==> config.mk <==
export PLATFORM = sky130hd
export DESIGN_NAME = game_timer_ctrl
export DESIGN_NICKNAME = d
export VERILOG_FILES = /design/src/rtl/game_timer_ctrl.sv
export SDC_FILE = /design/constraint.sdc
export NUM_CORES = 1
export LEC_CHECK = 0
export CORE_MARGIN = 2
export CORE_UTILIZATION = 55
export CTS_BUF_LIST = sky130_fd_sc_hd__clkbuf_8 sky130_fd_sc_hd__clkbuf_16
export DETAILED_ROUTE_END_ITERATION = 8
export PLACE_DENSITY = 0.72
export SLEW_MARGIN = 15
export SYNTH_ARGS = -nofsm -noshare
export SYNTH_HDL_FRONTEND = slang
export SYNTH_SLANG_ARGS = --single-unit
==> constraint.sdc <==
create_clock -name clk -period 6.8 [get_ports clk]
set_clock_uncertainty 0.2 [all_clocks]
set_input_delay 1.7 -clock clk [delete_from_list [all_inputs] [get_ports clk]]
set_output_delay 1.7 -clock clk [all_outputs]
set_load 0.1 [all_outputs]
==> src/rtl/game_timer_ctrl.sv <==
// game_timer_ctrl: key conditioning, game FSM and one-second prescaler feeding the countdown display.
// Latency: raw key edge to press strobe is at most 2+DEBOUNCE_CYCLES cycles; FSM reacts on the following edge.
// Backpressure: none; inputs are sampled every cycle and outputs are single-cycle strobes or levels.
//
// Ports:
//   clk, rst          system clock, asynchronous active-high reset
//   start_n, pause_n  raw active-low keys, asynchronous to clk
//   game_finished     level from the countdown, high once it shows 00
//   one_second_pulse  one-cycle tick that decrements the countdown
//   timer_clear       one-cycle restart request (drives the countdown reset)
//   state             0=IDLE 1=RUNNING 2=PAUSED 3=FINISHED
//   running           high iff state is RUNNING

// game_timer_key_cond: two-FF synchroniser, debouncer and press-edge detector for one key.
// Latency: press strobe is registered 2+DEBOUNCE_CYCLES cycles after a raw falling edge (worst case).
// Backpressure: none; the strobe is a one-cycle pulse and is never held.
module game_timer_key_cond #(
  parameter int DEBOUNCE_CYCLES = 500000
) (
  input  logic clk,
  input  logic rst,
  input  logic key_n,
  output logic press
);

  localparam int CW = (DEBOUNCE_CYCLES > 1) ? $clog2(DEBOUNCE_CYCLES) : 1;
  localparam logic [CW-1:0] CNT_LAST = CW'(DEBOUNCE_CYCLES - 1);

  logic          sync_q1;
  logic          sync_q2;
  logic          deb_lvl;
  logic [CW-1:0] deb_cnt;
  logic [1:0]    prime;
  logic          armed;
  logic [CW-1:0] arm_cnt;
  logic          deb_done;

  // The debounced level flips on this edge: the sample has disagreed with it
  // for DEBOUNCE_CYCLES consecutive cycles, including this one.
  assign deb_done = (sync_q2 != deb_lvl) && (deb_cnt == CNT_LAST);

  always_ff @(posedge clk or posedge rst) begin
    if (rst) begin
      sync_q1 <= 1'b1;
      sync_q2 <= 1'b1;
      deb_lvl <= 1'b1;
      deb_cnt <= '0;
      prime   <= 2'b00;
      armed   <= 1'b0;
      arm_cnt <= '0;
      press   <= 1'b0;
    end else begin
      sync_q1 <= key_n;
      sync_q2 <= sync_q1;

      if (sync_q2 == deb_lvl) begin
        deb_cnt <= '0;
      end else if (deb_cnt == CNT_LAST) begin
        deb_lvl <= sync_q2;
        deb_cnt <= '0;
      end else begin
        deb_cnt <= deb_cnt + CW'(1);
      end

      // Only a 1->0 change of the debounced level is an event; deb_done with
      // the old level at 1 implies the new sample is 0.
      press <= deb_done && deb_lvl && armed;

      // The synchroniser comes out of reset holding 1, which says nothing
      // about the real key. prime marks when sync_q2 carries a genuine
      // sample. Presses stay masked until the key has really been seen
      // released for DEBOUNCE_CYCLES cycles, so a key held through reset
      // cannot fire as soon as reset lifts.
      prime <= {prime[0], 1'b1};
      if (!armed) begin
        if (prime[1] && sync_q2) begin
          if (arm_cnt == CNT_LAST) begin
            armed <= 1'b1;
          end else begin
            arm_cnt <= arm_cnt + CW'(1);
          end
        end else begin
          arm_cnt <= '0;
        end
      end
    end
  end

endmodule

// game_timer_ctrl: top level; two key conditioners, the game FSM and the prescaler.
// Latency: timer_clear and one_second_pulse are registered one edge after the causing condition.
// Backpressure: none; game_finished is a level consumed every cycle.
module game_timer_ctrl #(
  parameter int TICK_DIV        = 50000000,
  parameter int DEBOUNCE_CYCLES = 500000
) (
  input  logic       clk,
  input  logic       rst,
  input  logic       start_n,
  input  logic       pause_n,
  input  logic       game_finished,
  output logic       one_second_pulse,
  output logic       timer_clear,
  output logic [1:0] state,
  output logic       running
);

  localparam int PW = $clog2(TICK_DIV);
  localparam logic [PW-1:0] PRESC_LAST = PW'(TICK_DIV - 1);

  typedef enum logic [1:0] {
    ST_IDLE     = 2'd0,
    ST_RUNNING  = 2'd1,
    ST_PAUSED   = 2'd2,
    ST_FINISHED = 2'd3
  } state_t;

  state_t        state_q;
  logic [PW-1:0] prescaler;
  logic          pulse_q;
  logic          clear_q;
  logic          start_press;
  logic          pause_press;

  game_timer_key_cond #(
    .DEBOUNCE_CYCLES(DEBOUNCE_CYCLES)
  ) u_start_key (
    .clk  (clk),
    .rst  (rst),
    .key_n(start_n),
    .press(start_press)
  );

  game_timer_key_cond #(
    .DEBOUNCE_CYCLES(DEBOUNCE_CYCLES)
  ) u_pause_key (
    .clk  (clk),
    .rst  (rst),
    .key_n(pause_n),
    .press(pause_press)
  );

  assign state            = state_q;
  assign running          = (state_q == ST_RUNNING);
  assign one_second_pulse = pulse_q;
  assign timer_clear      = clear_q;

  // A restart (start press from any state) always lands in RUNNING with the
  // prescaler at zero and a one-cycle clear, so the first tick follows the
  // clear by exactly TICK_DIV cycles.
  always_ff @(posedge clk or posedge rst) begin
    if (rst) begin
      state_q   <= ST_IDLE;
      prescaler <= '0;
      pulse_q   <= 1'b0;
      clear_q   <= 1'b0;
    end else begin
      pulse_q <= 1'b0;
      clear_q <= 1'b0;
      case (state_q)
        ST_IDLE: begin
          if (start_press) begin
            state_q   <= ST_RUNNING;
            prescaler <= '0;
            clear_q   <= 1'b1;
          end
        end

        ST_RUNNING: begin
          // game_finished is stale while the countdown is being cleared.
          if (game_finished && !clear_q) begin
            state_q <= ST_FINISHED;
          end else if (start_press) begin
            prescaler <= '0;
            clear_q   <= 1'b1;
          end else if (pause_press) begin
            // Prescaler frozen as-is; a pending wrap is deferred to resume.
            state_q <= ST_PAUSED;
          end else if (prescaler == PRESC_LAST) begin
            prescaler <= '0;
            pulse_q   <= 1'b1;
          end else begin
            prescaler <= prescaler + PW'(1);
          end
        end

        ST_PAUSED: begin
          if (game_finished) begin
            state_q <= ST_FINISHED;
          end else if (start_press) begin
            state_q   <= ST_RUNNING;
            prescaler <= '0;
            clear_q   <= 1'b1;
          end else if (pause_press) begin
            // Resume: keep the partial second already counted.
            state_q <= ST_RUNNING;
          end
        end

        ST_FINISHED: begin
          if (start_press) begin
            state_q   <= ST_RUNNING;
            prescaler <= '0;
            clear_q   <= 1'b1;
          end
        end

        default: begin
          state_q <= ST_IDLE;
        end
      endcase
    end
  end

endmodule

Word level (Yosys, flattened, before mapping). Index checks and enable logic that the tools add are counted.

Word-level logic and storage cells: 106. Bits in registers: 120. Input bits: 5. Output and inout port bits: 5.

Add/subtract/negate cells: 5. Bitwise operators: 4. Multiplexer cells: 38. Equal/unequal tests: 21. Reduce and logical (&&, ||, !) cells: 18.

Operator list (number): $mux 26 (6); $mux 19 (8); $pmux 26 s3 (1); $add 19x1->19 const B (4); $eq 19x19->1 const B (4); $add 26x1->26 const B (1); $eq 26x26->1 const B (1); $mux 1 (14); $mux 2 (7); $logic_and 1x1->1 (9); $ne 2x2->1 const B (4); $reduce_and 2->1 (4); $ne 3x3->1 const B (2); $pmux 2 s3 (1); $eq 2x2->1 const B (2); $ne 4x2->1 const B (1); $not 1->1 (4); $reduce_and 4->1 (1); $ne 3x1->1 const B (1); $pmux 1 s3 (1); $reduce_and 3->1 (1); $eq 1x1->1 (2); $eq 2x1->1 const B (1); $logic_not 2->1 (1); other kinds (4) (5).

Logic depth before layout (Yosys ltp). Gate-level depths: netlist (run 1).

Depth after elaboration: 6. Mapped depth: 9. Gate-level depth less buffers: 7.

Hierarchy. A second synthesis (run 1) with hierarchy kept.

Cells, all modules: 662. Area, all modules: 6392.4 µm².

Modules (own cells, without submodules): game_timer_key_cond (instances 2, cells an instance 236, area each 2313.5 µm², seq. area each 1129.8 µm²); game_timer_ctrl (instances 1, cells an instance 190, area each 1765.4 µm², seq. area each 750.7 µm²).

Worst setup path before layout (run 1). OpenSTA, ideal clock, no wires.

Path type: flip-flop to output port. Start: register state_q[0], in the netlist state[0]. End: output running. Path buffers: 0. Stages on the path, launching flop included: 2. Path slack: 2.978 ns. Arrival: 1.922 ns. Required time: 4.900 ns. Path through: dfrtp_1 ha_1.

Longest elaborated chain between the ends: 1.

RTL lines: start, declared (line 119) `state_t state_q;`; start signal, assigned (line 154) `state_q <= ST_IDLE;`; start signal, assigned (line 164) `state_q <= ST_RUNNING;`; start signal, assigned (line 173) `state_q <= ST_FINISHED;`; $eq 2x1->1 (line 145) `assign running = (state_q == ST_RUNNING);`; end, declared (line 106) `output logic running`.

No other way between the ends.

Worst setup path after layout (run 1).
Start: input game_finished. End: register prescaler[20].

Longest elaborated chain between the ends: 3. Elaborated cells between the ends (all ways): 4. Those cells by class: 2 x eq/ne; 2 x reduce/logical.

RTL lines: start, declared (line 102) `input logic game_finished,`; $logic_and 1x1->1 (line 172) `if (game_finished && !clear_q) begin`; $ne 2x2->1 (no source line); $reduce_and 3->1 (no source line) *; end signal, assigned (line 184) `prescaler <= prescaler + PW'(1);`; end, declared (line 120) `logic [PW-1:0] prescaler;`.

Every way passes the cells marked *; elsewhere a longest branch is shown, timed or not. A chain may end at the register's enable or synchronous reset.

==> run metrics, run 1 <==
row cnt 38; Boundary Pins 10; most numerous cell in the Yosys netlist dfrtp_1; layout cells sized above 1 0.0916; crit end category register; die width 108 um; Clock Path Buffers 2; Routed WL 12000 um; routed len/inst 14.9 um; CP Buf/Inv Count 1; top-area cell type share of the netlist area 0.467; Critical Path Start Type input port; worst hold path type register to register; Slowest Stage Delay on Critical Path 0.95 ns; initial core utilization 0.559; post-DP HPWL 7870 um; area leader, netlist dfrtp_1; Worst slew margin 0.258; first-pass GRT wire length 21100 um; total power 0.00170 W; dpl cells 774; Post-CTS Hold Buffers 0; Synthesis Warnings 0; Max FO, Critical Path 24; core area 10700 um2; Top cell by count, worst path nor2_1; Final Hold Viols 0; die height 108 um; fin crit share 0.714; R2R Path Start u_pause_key.press$_DFF_PP0_; postcts setup bufs 0; Layout Nets 666; CP Depth 6; P_leak 2.80 nW; run status completed; number of global-route vias before repair 4607; Worst-Margin Slew 1.10 ns; Setup Crit Path Kind input port to register; final period demand of the worst path 4.86 ns; die area 11800 um2; CP delay by family, top simple AND/OR/NAND/NOR gates; Hold Startpoint u_pause_key.prime[0]$_DFF_PP0_; Synth Flop Type dfrtp_1; max-cap check violation count 0; largest net degree at the start of global routing 77; Mapped Cells 637; Hold Crit Depth 0; port bufs 9; CP startpoint game_finished; VDD IR max 0.167 mV; Synth Register Bits 118; fraction of registers with async set/reset 1.00; WP data arrival 5.01 ns; Critical Path, Cell by Cell clkdlybuf4s50_1 -> nor2b_1 -> o21ai_0 -> nand2_1 -> nor2_1 -> nor2_1; routability cong. 0.899; drt pass-1 iters 5; Avg Cell Area, Syn 9.42 um2; H-tree Lvls 4; Ant. Diodes 0; Post-Syn Nets 650; initial antenna violation count 0; grt total ovfl 0; WP data required 6.96 ns; gr usage total 0.227; root buf cell clkbuf_8; residual DRC count 0; clk slew on worst S/H paths 0.05 ns; Crit-path slowest cell nor2_1; Core Util, Final 0.638; final setup vio count 0; PostCTS Resize Cnt 0; Distinct cells, synth 53; CTS Buf Count 17; P&R area growth vs syn 14.2%; TritonCTS clock tree built; insertion delay to the later sink of the worst-skew pair 0.52 ns; fmax 206 MHz; Pwr Density 248 nW/um2; worst r2r path cells 5; top cells by area, synth dfrtp_1 (47%), nor2_1 (6.4%), xor2_1 (4.8%), xnor2_1 (3.8%), nand3_1 (3.7%); via count 4769; most instantiated cells after synthesis dfrtp_1 (112), nor2_1 (103), nand2_1 (58); setup TNS 0 ns; final antenna-violating net count 0; Syn Std Cell Area 6000 um2; Final Non-Filler Cells 806; 1st-iter DRT viols 319; RSZ-0062 raised after global routing false; vias per cell 5.92; Post-synth EDFFs 0; count of clock tree sinks 118; sequential fraction of the synthesis area 0.493; Slew Viols, Final 0
-- path summary, 6_finish.rpt --
path / slack, ns / end
worst max register to register: 3.26 / prescaler[20]$_DFFE_PP0P_
max in group asynchronous: 3.78 / prescaler[2]$_DFFE_PP0P_
worst max-delay path: 1.94 / prescaler[20]$_DFFE_PP0P_
worst min register to register: 0.15 / u_pause_key.prime[1]$_DFF_PP0_
worst min-delay path: 0.15 / u_pause_key.prime[1]$_DFF_PP0_
min in group asynchronous: 1.53 / u_pause_key.arm_cnt[17]$_DFFE_PP0P_
-- worst reg2reg max path, delay by kind of cell, from the launching register on --
kind	cells	cell delay, ns
flip-flops	1	0.38
AND/OR/NAND/NOR	4	1.93
AO/OA/AOI/OAI	1	0.87
-- per-layer routing --
metal	GRT usage	up-vias	routed length, um
met5	0	-	0
met4	0.103	0	167
met3	0.0609	19	691
met2	0.336	141	5560
met1	0.311	2294	5590
li1	-	2315	-
-- flip-flops by register name, summed over array words and instances, names as in the netlist, 2 cells and up --
| name | count |
|---|---|
| prescaler | 26 |
| u_pause_key.arm_cnt | 19 |
| u_start_key.deb_cnt | 19 |
| u_pause_key.prime | 2 |
| u_pause_key.deb_cnt | 19 |
| u_start_key.arm_cnt | 19 |
| state | 2 |
-- layout make-up --
cell class | instances | area, um2
inverters | 19 | 73.8
clock buffers | 19 | 442
well taps | 140 | 175
fillers | 923 | 3890
multi-input cells | 486 | 2910
flip-flops and latches | 118 | 2960
clock inverters | 13 | 186
repair buffers | 11 | 105
-- stage by stage --
| step | setup slack, ns | instance area [um2] | hold WS (ns) |
|---|---|---|---|
| after floorplan | 1.78 | 6000 | 0.131 |
| after global placement | 1.67 | 6220 | 0.133 |
| after detailed placement | 1.47 | 6220 | 0.135 |
| after CTS | 2.02 | 6850 | 0.147 |
| after global routing | 1.65 | 6850 | 0.152 |
| final | 1.94 | 6850 | 0.147 |
-- placed cells by master (no fill, tap or decap), drive strengths merged, types with 6 or more instances in the layout --
cell type / count
or4: 16
inv: 22
o31ai: 13
dfstp: 6
clkdlybuf4s50: 9
clkbuf: 19
a21oi: 16
and3: 15
nor2: 103
o21ai: 25
ha: 8
xnor2: 26
nand4: 28
or3: 12
nand2: 58
dfrtp: 112
or2: 8
xor2: 33
nor3: 13
mux2: 6
nor4: 10
nand3: 44
-- cells by family (layout without fill, tap and decap cells) --
kind of cell	after synthesis	in the layout	synth area share
AO/OA/AOI/OAI	79	79	0.0880
AND/OR/NAND/NOR	332	332	0.281
multiplexers	7	7	0.0129
adder cells (fa/ha/maj)	8	8	0.0167
other	1	1	0.000625
flip-flops	118	118	0.493
XOR/XNOR	59	59	0.0861
buffers and inverters	33	62	0.0221
-- power breakdown --
part	total [W]	switching, W	internal (W)
registers	0.000717	0.00000673	0.000710
logic	0.0000348	0.0000265	0.00000832
clock network	0.000948	0.000304	0.000644
total	0.00170	0.000337	0.00136
Note: power is estimated with default switching activity, not from simulation.
==> inputs of run 2 (changes only) <==
clock period = 4.8 ns   (was 6.8 ns; I/O delays follow)
==> run 2 against run 1 <==
Critical path depth shrank 3. Register-to-register slack got worse by 1.5 ns. Combinational power up 47%. Power is 37% higher. Via count up 0.55%. Design area fell by 0.13%. Sequential power increased by 41%. Highest routed layer unchanged.
==> run metrics, run 2 (synthesis results as in run 1) <==
run status completed; final setup vio count 0 (unchanged); die area 11800 um2 (unchanged); Worst-Margin Slew 1.15 ns (+0.0509 ns); placed inst area 6240 um2 (+0.32%); first-pass GRT wire length 21400 um (+1.3%); commonest cells after routing, fill and taps aside dfrtp_1 (112), nor2_1 (103), nand2_1 (58), nand3_1 (44), xor2_1 (33); WP data arrival 2.44 ns (-2.57 ns); port bufs 9 (unchanged); residual DRC count 0 (unchanged); Crit-path slowest cell clkdlybuf4s50_1; WP data required 3.40 ns (-3.56 ns); Layout Nets 667 (+0.15%); postcts setup bufs 0 (unchanged); initial antenna violation count 0 (unchanged); Core Util, Final 0.637 (-0.000815); initial core utilization 0.559 (unchanged); Worst slew margin 0.229 (-0.0297); vias per cell 5.94 (+0.42%); Critical Path Start Type register; root buf cell clkbuf_8; drt pass-1 iters 5 (unchanged); Pwr Density 341 nW/um2 (+37%); routability cong. 0.857 (-4.6%); Fillers 884 (-4.2%); P_leak 2.78 nW (-0.42%); Ant. Diodes 0 (unchanged); hold_ws 0.149 ns (+0.00231 ns); worst hold path type register to register; layout cells sized above 1 0.0945 (+0.00286); largest net degree at the start of global routing 71 (-7.8%); fmax 261 MHz; Post-CTS Hold Buffers 0 (unchanged); RSZ-0062 raised after global routing false; max-cap check violation count 0 (unchanged); final antenna-violating net count 0 (unchanged); Setup Crit Path Kind register to primary output; die height 108 um (unchanged); P&R area growth vs syn 14.0%; number of global-route vias before repair 4633 (+0.56%); Final Instance Area 6840 um2 (-0.13%); 1st-iter DRT viols 340 (+6.6%); row cnt 38 (unchanged); Biggest register prescaler; Slowest Stage Delay on Critical Path 1.16 ns (+0.21 ns); Boundary Pins 10 (unchanged); die width 108 um (unchanged); grt total ovfl 0 (unchanged); CTS Buf Count 17 (unchanged); routed len/inst 15.3 um (+2.8%); core area 10700 um2 (unchanged); CP Buf/Inv Count 2 (+1); VDD IR max 0.367 mV (+120%); Routed WL 12400 um (+2.9%); fin crit share 0.799; clk slew on worst S/H paths 0.06 ns (about the same); commonest non-fill, non-tap cell in the layout dfrtp_1; TritonCTS clock tree built; H-tree Lvls 4 (unchanged); Max FO, Critical Path 4 (-83%); setup TNS 0 ns (unchanged); count of clock tree sinks 118 (unchanged); Clock Path Buffers 2 (unchanged); gr usage total 0.230 (+0.00309); Final Hold Viols 0 (unchanged); post-DP HPWL 8080 um (+2.7%); crit end category primary output; final period demand of the worst path 3.84 ns; insertion delay to the later sink of the worst-skew pair 0.52 ns (about the same); Slew Viols, Final 0 (unchanged); via count 4795 (+0.55%); CP delay by family, top buffers and inverters; Critical Path, Cell by Cell inv_1 -> ha_1 -> clkdlybuf4s50_1; PostCTS Resize Cnt 0 (unchanged); Largest register FFs 26 (unchanged)
## run 2: path summary, 6_finish.rpt
check / from / end / slack [ns] / cells past startpoint
worst max-delay path: state[1]$_DFFE_PP0P_ / running / 0.96 / 3
worst min-delay path: u_pause_key.sync_q1$_DFF_PP1_ / u_pause_key.sync_q2$_DFF_PP1_ / 0.15 / 0
worst max register to register: prescaler[10]$_DFFE_PP0P_ / prescaler[13]$_DFFE_PP0P_ / 1.78 / 5
worst min register to register: u_pause_key.sync_q1$_DFF_PP1_ / u_pause_key.sync_q2$_DFF_PP1_ / 0.15 / 0
max in group asynchronous: rst / u_pause_key.deb_lvl$_DFFE_PP1P_ / 2.56 / 3
min in group asynchronous: rst / u_pause_key.arm_cnt[14]$_DFFE_PP0P_ / 1.02 / 2
## run 2: metrics by stage
stage | total power, W | worst slack [ns] | cells
floorplan | 0.00107 | 0.281 | 637
global placement | 0.00108 | 1.12 | 775
detailed placement | 0.00108 | 1.02 | 775
CTS | 0.00236 | 0.949 | 807
global route | 0.00242 | 0.885 | 807
finish | 0.00233 | 0.963 | 807
## run 2: final cells by class
| type | count | area (um2) | area share |
|---|---|---|---|
| clock inverters | 11 | 130 | 0.0190 |
| repair buffers | 12 | 125 | 0.0183 |
| flip-flops and latches | 118 | 2960 | 0.433 |
| inverters | 19 | 73.8 | 0.0108 |
| multi-input cells | 486 | 2910 | 0.425 |
| clock buffers | 21 | 469 | 0.0686 |
| well taps | 140 | 175 | 0.0256 |
## run 2: metal layers
| metal | routed length [um] | vias up | share of wire | track usage |
|---|---|---|---|---|
| met5 | 0 | - | 0 | 0 |
| met3 | 618 | 8 | 0.050 | 0.0705 |
| met2 | 5770 | 100 | 0.47 | 0.350 |
| li1 | - | 2318 | - | - |
| met1 | 5860 | 2369 | 0.47 | 0.315 |
| met4 | 107 | 0 | 0.0087 | 0.0714 |
## run 2: where the power goes
group | internal (W) | total, W | leakage (nW) | switching [W]
Clock | 0.000836 | 0.00127 | 0.306 | 0.000429
Sequential | 0.00101 | 0.00101 | 1.56 | 0.00000927
Combinational | 0.0000129 | 0.0000510 | 0.920 | 0.0000381
